**src/rtl/result_tx_ctrl_pkg.sv**
```systemverilog
// result_tx_ctrl_pkg: shared widths, exponent field position and FIFO entry type for the result transmit path.
package result_tx_ctrl_pkg;
   localparam int LINE_W         = 128;
   localparam int WORD_W         = 256;
   localparam int EXP_MSB        = 14;
   localparam int EXP_LSB        = 7;
   localparam int FIFO_DEPTH_DEF = 16;
   typedef struct packed {
      logic              last;
      logic [WORD_W-1:0] data;
   } fifo_entry_t;
endpackage

```
**src/rtl/result_tx_ctrl_if.sv**
```systemverilog
// result_tx_ctrl_if: line input and packed-word output handshake of the result transmitter.
interface result_tx_ctrl_if;
   import result_tx_ctrl_pkg::*;
   logic [LINE_W-1:0] in_data;
   logic              in_vld;
   logic [WORD_W-1:0] out_data;
   logic              out_vld;
   logic              out_ready;
   logic              out_last;
   modport master (output in_data, in_vld, out_ready, input out_data, out_vld, out_last);
   modport slave  (input in_data, in_vld, out_ready, output out_data, out_vld, out_last);
endinterface

```
**src/rtl/result_tx_ctrl_fifo.sv**
```systemverilog
// result_fifo: synchronous first-word fall-through FIFO of packed words plus last flag.
module result_fifo
   import result_tx_ctrl_pkg::*;
#(
   parameter int DEPTH = FIFO_DEPTH_DEF,
   localparam int AW = $clog2(DEPTH)
) (
   input  logic        clk,
   input  logic        rst_n,
   input  logic        push_i,
   input  logic        pop_i,
   input  fifo_entry_t wdata_i,
   output fifo_entry_t rdata_o,
   output logic        full_o,
   output logic        empty_o,
   output logic [AW:0] level_o
);
   localparam logic [AW:0] FULL_LVL = (AW+1)'(DEPTH);
   fifo_entry_t   mem_q [DEPTH];
   logic [AW-1:0] wr_q, rd_q;
   logic [AW:0]   level_q;
   logic          do_push, do_pop;
   assign empty_o = level_q == '0;
   assign full_o  = level_q == FULL_LVL;
   assign level_o = level_q;
   // a pop frees the slot this cycle, so a full FIFO still accepts a simultaneous push
   assign do_pop  = pop_i && !empty_o;
   assign do_push = push_i && (!full_o || do_pop);
   assign rdata_o = empty_o ? '0 : mem_q[rd_q];
   always_ff @(posedge clk) begin
      if (do_push) mem_q[wr_q] <= wdata_i;
   end
   always_ff @(posedge clk or negedge rst_n) begin
      if (!rst_n) begin
         wr_q    <= '0;
         rd_q    <= '0;
         level_q <= '0;
      end else begin
         if (do_push) wr_q <= wr_q + AW'(1);
         if (do_pop) rd_q <= rd_q + AW'(1);
         level_q <= level_q + (AW+1)'(do_push) - (AW+1)'(do_pop);
      end
   end
endmodule

```
**src/rtl/result_tx_ctrl.sv**
```systemverilog
// result_tx_ctrl: packs 128-bit result lines in pairs into 256-bit words queued for the sink.
// Define RESULT_TX_MAX_EXP_EN to add per-node maximum BF16 exponent reporting.
module result_tx_ctrl
   import result_tx_ctrl_pkg::*;
#(
   parameter int FIFO_DEPTH = FIFO_DEPTH_DEF,
   parameter int LINE_CNT_W = 11
) (
   input  logic                          clk,
   input  logic                          rst_n,
   result_tx_ctrl_if.slave               bus,
   input  logic [LINE_CNT_W-1:0]         num_of_line_per_node_minusone,
   output logic                          overflow,
   output logic [$clog2(FIFO_DEPTH):0]   fifo_level
`ifdef RESULT_TX_MAX_EXP_EN
   ,
   output logic [7:0]                    max_exponent,
   output logic                          max_exponent_vld
`endif
);
   logic [LINE_CNT_W-1:0] cnt_q, cnt_d, n_q, n_d, n_eff;
   logic [LINE_W-1:0]     half_q, half_d;
   logic                  phase_q, phase_d, ovf_q, ovf_d;
   logic                  line_last, push, full, empty;
   fifo_entry_t           wr_e, rd_e;
   always_comb begin
      n_eff     = (cnt_q == '0) ? num_of_line_per_node_minusone : n_q;
      line_last = cnt_q == n_eff;
      push      = bus.in_vld && (phase_q || line_last);
      wr_e.last = line_last;
      wr_e.data = phase_q ? {bus.in_data, half_q} : {{LINE_W{1'b0}}, bus.in_data};
      n_d       = (bus.in_vld && cnt_q == '0) ? num_of_line_per_node_minusone : n_q;
      cnt_d     = !bus.in_vld ? cnt_q : line_last ? '0 : cnt_q + LINE_CNT_W'(1);
      phase_d   = !bus.in_vld ? phase_q : !line_last && !phase_q;
      half_d    = (bus.in_vld && !phase_q) ? bus.in_data : half_q;
      ovf_d     = ovf_q || (push && full && !bus.out_ready);
   end
   always_ff @(posedge clk or negedge rst_n) begin
      if (!rst_n) begin
         cnt_q   <= '0;
         n_q     <= '0;
         phase_q <= 1'b0;
         half_q  <= '0;
         ovf_q   <= 1'b0;
      end else begin
         cnt_q   <= cnt_d;
         n_q     <= n_d;
         phase_q <= phase_d;
         half_q  <= half_d;
         ovf_q   <= ovf_d;
      end
   end
   result_fifo #(.DEPTH(FIFO_DEPTH)) u_fifo (
      .clk     (clk),
      .rst_n   (rst_n),
      .push_i  (push),
      .pop_i   (bus.out_ready),
      .wdata_i (wr_e),
      .rdata_o (rd_e),
      .full_o  (full),
      .empty_o (empty),
      .level_o (fifo_level)
   );
   assign bus.out_vld  = !empty;
   assign bus.out_data = rd_e.data;
   assign bus.out_last = rd_e.last;
   assign overflow     = ovf_q;
`ifdef RESULT_TX_MAX_EXP_EN
   logic [7:0] mx_q, mx_d, mexp_q, mexp_d, exp_in, cand;
   logic       mv_q, mv_d;
   // running max restarts at zero so a line in the pulse cycle opens the next node
   always_comb begin
      exp_in = bus.in_data[EXP_MSB:EXP_LSB];
      cand   = (exp_in > mx_q) ? exp_in : mx_q;
      mx_d   = !bus.in_vld ? mx_q : line_last ? 8'h00 : cand;
      mexp_d = (bus.in_vld && line_last) ? cand : mexp_q;
      mv_d   = bus.in_vld && line_last;
   end
   always_ff @(posedge clk or negedge rst_n) begin
      if (!rst_n) begin
         mx_q   <= 8'h00;
         mexp_q <= 8'h00;
         mv_q   <= 1'b0;
      end else begin
         mx_q   <= mx_d;
         mexp_q <= mexp_d;
         mv_q   <= mv_d;
      end
   end
   assign max_exponent     = mexp_q;
   assign max_exponent_vld = mv_q;
`endif
endmodule

```
**src/flat_wrapper.sv**
```systemverilog
// flat-port wrapper written by rule: the top's interface ports become plain ports
module result_tx_ctrl_flat import result_tx_ctrl_pkg::*;
#(
   parameter int FIFO_DEPTH = FIFO_DEPTH_DEF,
   parameter int LINE_CNT_W = 11
)
  (clk, rst_n, num_of_line_per_node_minusone, overflow, fifo_level, bus_in_data, bus_in_vld, bus_out_ready, bus_out_data, bus_out_vld, bus_out_last);
  result_tx_ctrl_if bus_i ();
  input  logic clk;
  input  logic rst_n;
  input  logic [LINE_CNT_W-1:0] num_of_line_per_node_minusone;
  output logic overflow;
  output logic [$clog2(FIFO_DEPTH):0] fifo_level;
  input wire logic [$bits(bus_i.in_data)-1:0] bus_in_data;
  input wire logic [$bits(bus_i.in_vld)-1:0] bus_in_vld;
  input wire logic [$bits(bus_i.out_ready)-1:0] bus_out_ready;
  output wire logic [$bits(bus_i.out_data)-1:0] bus_out_data;
  output wire logic [$bits(bus_i.out_vld)-1:0] bus_out_vld;
  output wire logic [$bits(bus_i.out_last)-1:0] bus_out_last;
  assign bus_i.in_data = bus_in_data;
  assign bus_i.in_vld = bus_in_vld;
  assign bus_i.out_ready = bus_out_ready;
  assign bus_out_data = bus_i.out_data;
  assign bus_out_vld = bus_i.out_vld;
  assign bus_out_last = bus_i.out_last;
  result_tx_ctrl #(.FIFO_DEPTH(FIFO_DEPTH), .LINE_CNT_W(LINE_CNT_W)) u_core (.clk(clk), .rst_n(rst_n), .bus(bus_i), .num_of_line_per_node_minusone(num_of_line_per_node_minusone), .overflow(overflow), .fifo_level(fifo_level));
endmodule
```
**config.mk**
```make
export PLATFORM = sky130hd
export DESIGN_NAME = result_tx_ctrl_flat
export DESIGN_NICKNAME = d
export VERILOG_FILES = /design/src/rtl/result_tx_ctrl_pkg.sv /design/src/rtl/result_tx_ctrl_if.sv /design/src/rtl/result_tx_ctrl_fifo.sv /design/src/rtl/result_tx_ctrl.sv /design/src/flat_wrapper.sv
export SDC_FILE = /design/constraint.sdc
export NUM_CORES = 2
export LEC_CHECK = 0
export BUFFER_PORTS_ARGS = -buffer_cell sky130_fd_sc_hd__buf_2
export CAP_MARGIN = 30
export CORE_ASPECT_RATIO = 0.5
export CORE_MARGIN = 2
export CORE_UTILIZATION = 35
export DETAILED_ROUTE_END_ITERATION = 8
export GPL_TIMING_DRIVEN = 0
export PLACE_DENSITY_LB_ADDON = 0.25
export SLEW_MARGIN = 10
export SYNTH_ARGS = -nofsm -noshare
export SYNTH_HDL_FRONTEND = slang
export SYNTH_MEMORY_MAX_BITS = 65536
export SYNTH_SLANG_ARGS = --single-unit
export TNS_END_PERCENT = 5
```
**constraint.sdc**
```tcl
create_clock -name clk -period 13.6 [get_ports clk]
set_input_delay 0 -clock clk [delete_from_list [all_inputs] [get_ports clk]]
set_output_delay 0 -clock clk [all_outputs]
set_load 0.01 [all_outputs]
```
; Yosys cells after proc, flatten, opt, wreduce, memory -nomap -nowiden
; Memories as Yosys holds them, arrays and structs flattened.
; Index checks and enable logic that the tools add are counted.
; Widths: inputs -> output; s select.
[classes]
muxes = 6
bitwise_logic = 0
shifts = 0
multipliers = 0
n_eq_ne = 2
n_reduce_logical = 18
add_sub_neg = 5
div_mod_pow = 0
order_cmp = 0
[ops]
columns = operator, count
row1 = $mux 257, 1
row2 = $mux 256, 1
row3 = $mux 11, 2
row4 = $add 11x1->11 const B, 1
row5 = $eq 11x11->1, 1
row6 = $logic_not 11->1, 1
row7 = $add 4x1->4 const B, 2
row8 = $logic_and 1x1->1, 8
row9 = $add 5x1->5, 1
row10 = $eq 5x5->1 const B, 1
row11 = $logic_not 1->1, 5
row12 = $logic_not 5->1, 1
row13 = $sub 5x1->5, 1
row14 = $logic_or 1x1->1, 3
row15 = $mux 1, 2
[totals]
input_bits = 143
reg_bits = 165
ramBits = 4112
rom_bits = 0
n_memories = 1
latch_bits = 0
output_inout_bits = 264
[memory_table]
columns = name, depth, width, rd, rd_clocked_by_memory_dff, write_ports, line
row1 = u_core.u_fifo.mem_q, 16, 257, 1, 0, 1, result_tx_ctrl_fifo.sv:19  ; fifo_entry_t mem_q [DEPTH];

; Longest topological paths before layout
[depth]
word_depth = 8
mapped_depth = 18
ltp_nobuf = 17

; By module
; From an unflattened synthesis, not the netlist that was laid out.
[unflattened]
hier_cells = 7670
area_unflattened_um2 = 165433.7
[modules_own_cells]
columns = mod, cells_each, seq_area_each_um2, n_inst, area_each_um2
row1 = result_fifo, 6979, 123803.7, 1, 157009.3
row2 = result_tx_ctrl, 691, 3803.6, 1, 8424.3

; Worst setup path after synthesis
; OpenSTA, ideal clock, no wires.
[synth_path]
path_type = register to register
startpoint = register u_core.cnt_q[0]
endpoint = memory u_core.u_fifo.mem_q[11][0] (netlist bit) (enable)
path_stages_with_launch = 11
setup_slack_ns = 5.012
n_path_buf = 1
arrival_time_ns = 7.936
cell_sequence = dfrtp_1 > inv_1 > ha_1 > nor4b_4 > nand3_4 > mux2_4 > o2111ai_2 > nor3_4 > o21a_4 > buf_6 > and3_1
[synth_between]
elab_chain_len = 8
[synth_rtl]
columns = element, line
row1 = start: declaration, result_tx_ctrl.sv:21  ; logic [LINE_CNT_W-1:0] cnt_q, cnt_d, n_q, n_d, n_eff;
row2 = start signal: assignment, result_tx_ctrl.sv:46  ; cnt_q <= cnt_d;
row3 = $logic_not 11->1, result_tx_ctrl.sv:27  ; n_eff = (cnt_q == '0) ? num_of_line_per_node_minusone : n_q;
row4 = $mux 11, result_tx_ctrl.sv:27
row5 = $eq 11x11->1 *, result_tx_ctrl.sv:28  ; line_last = cnt_q == n_eff;
row6 = $logic_or 1x1->1 *, result_tx_ctrl.sv:29  ; push = bus.in_vld && (phase_q || line_last);
row7 = $logic_and 1x1->1 *, result_tx_ctrl.sv:29
row8 = $logic_and 1x1->1 *, result_tx_ctrl_fifo.sv:28  ; assign do_push = push_i && (!full_o || do_pop);
row9 = $mux 1 *, result_tx_ctrl_fifo.sv:31  ; if (do_push) mem_q[wr_q] <= wdata_i;
row10 = $mux 1 (not written as such) *, result_tx_ctrl_fifo.sv:31
row11 = end: declaration, result_tx_ctrl_fifo.sv:19
; Mark *: on every way between the ends. The rest lies on a longest branch, timed or not.

; Final worst setup path
[layout_path]
startpoint = register u_core.cnt_q[0]
endpoint = memory u_core.u_fifo.mem_q[8][78] (netlist bit) (enable)
; The elaborated chain is that of the path after synthesis.

==> flow_metrics.env <==
export IMPL_dpl_cell_area_mm2=0.1798
export IMPL_switching_power_w=0.01302
export IMPL_clk_latency_ns=0.97
export IMPL_routabilityCongestion=0.7294
export IMPL_fin_tns_setup_ns=0
export IMPL_routed_top_layer="met5"
export IMPL_ys_ff_latch=4277
export IMPL_leakagePower_nw=62.05
export IMPL_final_common_cell="edfxtp_1"
export IMPL_cts_resized=0
export IMPL_post_drt_wl_per_cell_um=32.23
export IMPL_ant_nets=0
export IMPL_crit_required_ns=14.24
export IMPL_irDropWorstVdd_uv=119.8
export IMPL_cts_buffers=402
export IMPL_power_frac_seq=0.388
export IMPL_postLayoutSetupSlackWorst_ns=8.189
export IMPL_hold_path_depth=3
export IMPL_hold_class="primary input to register"
export IMPL_max_freq_ghz=0.1848
export IMPL_viasPerCell=5.335
export IMPL_gr_total_overflow=0
export IMPL_grt_pass1_vias=80088
export IMPL_synth_area_mm2=0.1647
export IMPL_die_h_um=489.1
export IMPL_vias=78552
export IMPL_reg2reg_from="u_core.cnt_q[0]$_DFFE_PN0P_"
export IMPL_slew_violations=0
export IMPL_drive_gt1_frac=0.3445
export IMPL_finalCriticalPeriod_ns=5.411
export IMPL_crit_fanout=28
export IMPL_synthCells=6753
export IMPL_yosysWarnings=0
export IMPL_wl_met1_mm=199.2
export IMPL_firstDrtPassIters=5
export IMPL_p_per_area_mw_per_mm2=209.4
export IMPL_crit_family="buffers and inverters"
export IMPL_synthesis_nets=6910
export IMPL_synth_async_reset_ratio=0.03858
export IMPL_cap_violations=0
export IMPL_post_cts_setup_buffer_count=0
export IMPL_min_from="bus_in_data[36]"
export IMPL_fin_crit_sh=0.3978
export IMPL_layout_common_cells="edfxtp_1 (4112), mux4_2 (1285), buf_2 (484), clkbuf_16 (407), and2_1 (389)"
export IMPL_cts_reportedPaths_clkPinSlew_ns=0.07
export IMPL_crit_top_cell="buf_12"
export IMPL_reg2regPathDepth=16
export IMPL_seq_area_frac_synth=0.7747
export IMPL_critPathMaxStageDelay_ns=0.61
export IMPL_synth_edff_count=4112
export IMPL_grtUsageTotal=0.1944
export IMPL_rsz0062_at_grt="no"
export IMPL_dp_hpwl_mm=299.6
export IMPL_wl_met3_mm=25.68
export IMPL_ys_types=53
export IMPL_io_buffers=406
export IMPL_dieArea_mm2=0.4765
export IMPL_grt_pass1_wl_mm=651.8
export IMPL_combPwrFrac=0.339
export IMPL_final_cell_area_mm2=0.1954
export IMPL_seq_area_mm2=0.1276
export IMPL_switching_share=0.3183
export IMPL_setup_viol_count_final=0
export IMPL_pin_count=407
export IMPL_synth_avg_cell_area_um2=24.39
export IMPL_hold_violations=0
export IMPL_nNetsFinal=8225
export IMPL_drt_first_iter_violations=8983
export IMPL_syn_to_final_growth_pct=18.60
export IMPL_fillCellCount=40759
export IMPL_hold_end="u_core.half_q[36]$_DFFE_PN0P_"
export IMPL_wl_met2_mm=236.1
export IMPL_clkPwrFrac=0.273
export IMPL_drc_errors=0
export IMPL_startpoint_type="register"
export IMPL_cp_data_arrival_time_ns=6.05
export IMPL_die_w_um=974.2
export IMPL_critPathKind="register to register"
export IMPL_clkSinkCount=4277
export IMPL_slew_headroom=0.2548
export IMPL_critical_path_buf_inv_count=8
export IMPL_outcome="finished, final reports clean"
export IMPL_cts_tree="built"
export IMPL_crit_chain="inv_1 > ha_1 > nor4b_4 > nand3_4 > mux2_4 > o2111ai_2 > nor3_4 > o21a_4 > buf_6 > and3_4 > buf_12 > buf_12 > buf_12 > buf_12 > buf_16 > buf_16"
export IMPL_clockBufferDepth=4
export IMPL_core_area_mm2=0.4695
export IMPL_tightest_slew_ns=1.118
export IMPL_rows=178
export IMPL_final_setup_skew_ns=0.05631
export IMPL_rrSetupSlack_ns=8.19
export IMPL_wl_mm=474.5
export IMPL_htree_levels=5
export IMPL_grt_max_degree=76
export IMPL_cp_end_kind="register"
export IMPL_p_int_w=0.02789
export IMPL_root_buffer="clkbuf_16"
export IMPL_yosys_most_used_dff="edfxtp_1"
export IMPL_cp_slowest_cell="and3_4"
export IMPL_multi_input_area_mm2=0.03558
export IMPL_start_util=0.3508
export IMPL_place_ws_ns=8.115
export IMPL_reg2reg_to="u_core.u_fifo.mem_q[8][78]$_DFFE_PP_"
export IMPL_antenna_found_initial=70
[per-stage QoR]
step           std cells  hold WS, ns  utilization  total power (W)
6_report           14725      0.04424       0.4161          0.04092
5_1_grt            14710      0.02062       0.4160          0.04237
4_1_cts            14695    0.0005178       0.4158          0.04149
3_5_place_dp       13694     -0.03305       0.3830          0.03030
3_3_place_gp       13459       0.2545       0.3720          0.03016
2_1_floorplan       6753      -0.2956            -          0.02410
[state kept, by name (all words and copies together) (netlist names)]
register and count:
u_core.phase_q 1, u_core.half_q 128, u_core.u_fifo.rd_q 4, u_core.u_fifo.wr_q 4, u_core.overflow 1, u_core.u_fifo.level_o 5, u_core.cnt_q 11, u_core.u_fifo.mem_q 4112
u_core.n_q 11
[how the worst max path moves through the flow]
| stage | slack [ns] | cells after the start | endpoint | from |
|---|---|---|---|---|
| floorplan | 5.01 | 10 | u_core.u_fifo.mem_q[11][0]$_DFFE_PP_ | u_core.cnt_q[0]$_DFFE_PN0P_ |
| global placement | -5.66 | 10 | u_core.u_fifo.mem_q[6][75]$_DFFE_PP_ | u_core.cnt_q[0]$_DFFE_PN0P_ |
| detailed placement | 8.11 | 16 | u_core.u_fifo.mem_q[8][75]$_DFFE_PP_ | u_core.cnt_q[0]$_DFFE_PN0P_ |
| CTS | 8.12 | 16 | u_core.u_fifo.mem_q[8][78]$_DFFE_PP_ | u_core.cnt_q[0]$_DFFE_PN0P_ |
| global route | 7.93 | 16 | u_core.u_fifo.mem_q[8][90]$_DFFE_PP_ | u_core.cnt_q[0]$_DFFE_PN0P_ |
| finish | 8.19 | 16 | u_core.u_fifo.mem_q[8][78]$_DFFE_PP_ | u_core.cnt_q[0]$_DFFE_PN0P_ |
[per-layer routing]
| layer | global-route usage | vias to the layer above |
|---|---|---|
| met5 | 0 | - |
| met4 | 0.05464 | 6 |
| met3 | 0.02630 | 586 |
| met2 | 0.3296 | 2592 |
| met1 | 0.2658 | 43824 |
| li1 | - | 31544 |
[final cells by class]
| cell class | instances | area share |
|---|---|---|
| antenna | 24 | 0.0003074 |
| sequential | 4277 | 0.6532 |
| buffer | 369 | 0.008064 |
| multi-input combinational | 2086 | 0.1821 |
| clock inverter | 220 | 0.01023 |
| tap | 6300 | 0.04035 |
| clock buffer | 517 | 0.05507 |
| inverter | 21 | 0.0004035 |
| timing repair buffer | 911 | 0.05026 |
[worst register-to-register path, cell delays in order, from the launching register on]
cell	delay [ns]
dfrtp_1	0.44
inv_1	0.23
ha_1	0.19
nor4b_4	0.28
nand3_4	0.16
mux2_4	0.23
o2111ai_2	0.14
nor3_4	0.57
o21a_4	0.29
buf_6	0.17
and3_4	0.61
buf_12	0.34
buf_12	0.28
buf_12	0.26
buf_12	0.29
buf_16	0.28
buf_16	0.30
[power groups by stage]
| stage | clock network, W | registers, W | logic (W) |
|---|---|---|---|
| 5_1_grt | 0.0119 | 0.0159 | 0.0146 |
| 3_5_place_dp | 0 | 0.0161 | 0.0142 |
| 4_1_cts | 0.0114 | 0.0159 | 0.0143 |
| 6_report | 0.0112 | 0.0159 | 0.0139 |
| 3_3_place_gp | 0 | 0.0167 | 0.0135 |
| 2_1_floorplan | 0 | 0.0163 | 0.00783 |
[kinds of logic (layout without fill, tap and decap cells)]
group           Yosys count  count (layout)  share of synthesized area
fa+ha+maj                14              14                   0.001109
xor+xnor                 19              19                   0.001056
mux                    1556            1556                     0.1942
simple gates            462             462                    0.01749
buf+inv                 390            2038                   0.009799
flops                  4277            4277                     0.7747
other cells               0              24                          0
compound gates           35              35                   0.001595
[Yosys cell counts, types with 4 or more instances]
| cell | instances | area (um2) |
|---|---|---|
| and2_1 | 389 | 2434 |
| mux2i_1 | 4 | 40.04 |
| o21ai_0 | 4 | 20.02 |
| buf_1 | 62 | 232.7 |
| xnor2_1 | 10 | 87.58 |
| nand2_1 | 10 | 37.54 |
| mux2_2 | 265 | 2984 |
| a22o_1 | 7 | 61.31 |
| mux4_2 | 1285 | 28940 |
| o22ai_1 | 4 | 25.02 |
| nor2_1 | 14 | 52.55 |
| o21ai_1 | 6 | 30.03 |
| nand2b_1 | 6 | 37.54 |
| nand3_1 | 4 | 20.02 |
| dfrtp_1 | 165 | 4129 |
| and3_1 | 19 | 118.9 |
| edfxtp_1 | 4112 | 123500 |
| clkbuf_1 | 219 | 822.0 |
| nor2b_1 | 4 | 25.02 |
| buf_4 | 11 | 82.58 |
| xor2_1 | 8 | 70.07 |
| buf_2 | 75 | 375.4 |
| inv_1 | 20 | 75.07 |
| ha_1 | 13 | 162.7 |
[timing repair]
action                                  in CTS  in global routing
hold buffers                               264                  1
endpoints found under the setup margin       0                  0
endpoints found under the hold margin     4391                  1
(Power assumes the default switching activity.)
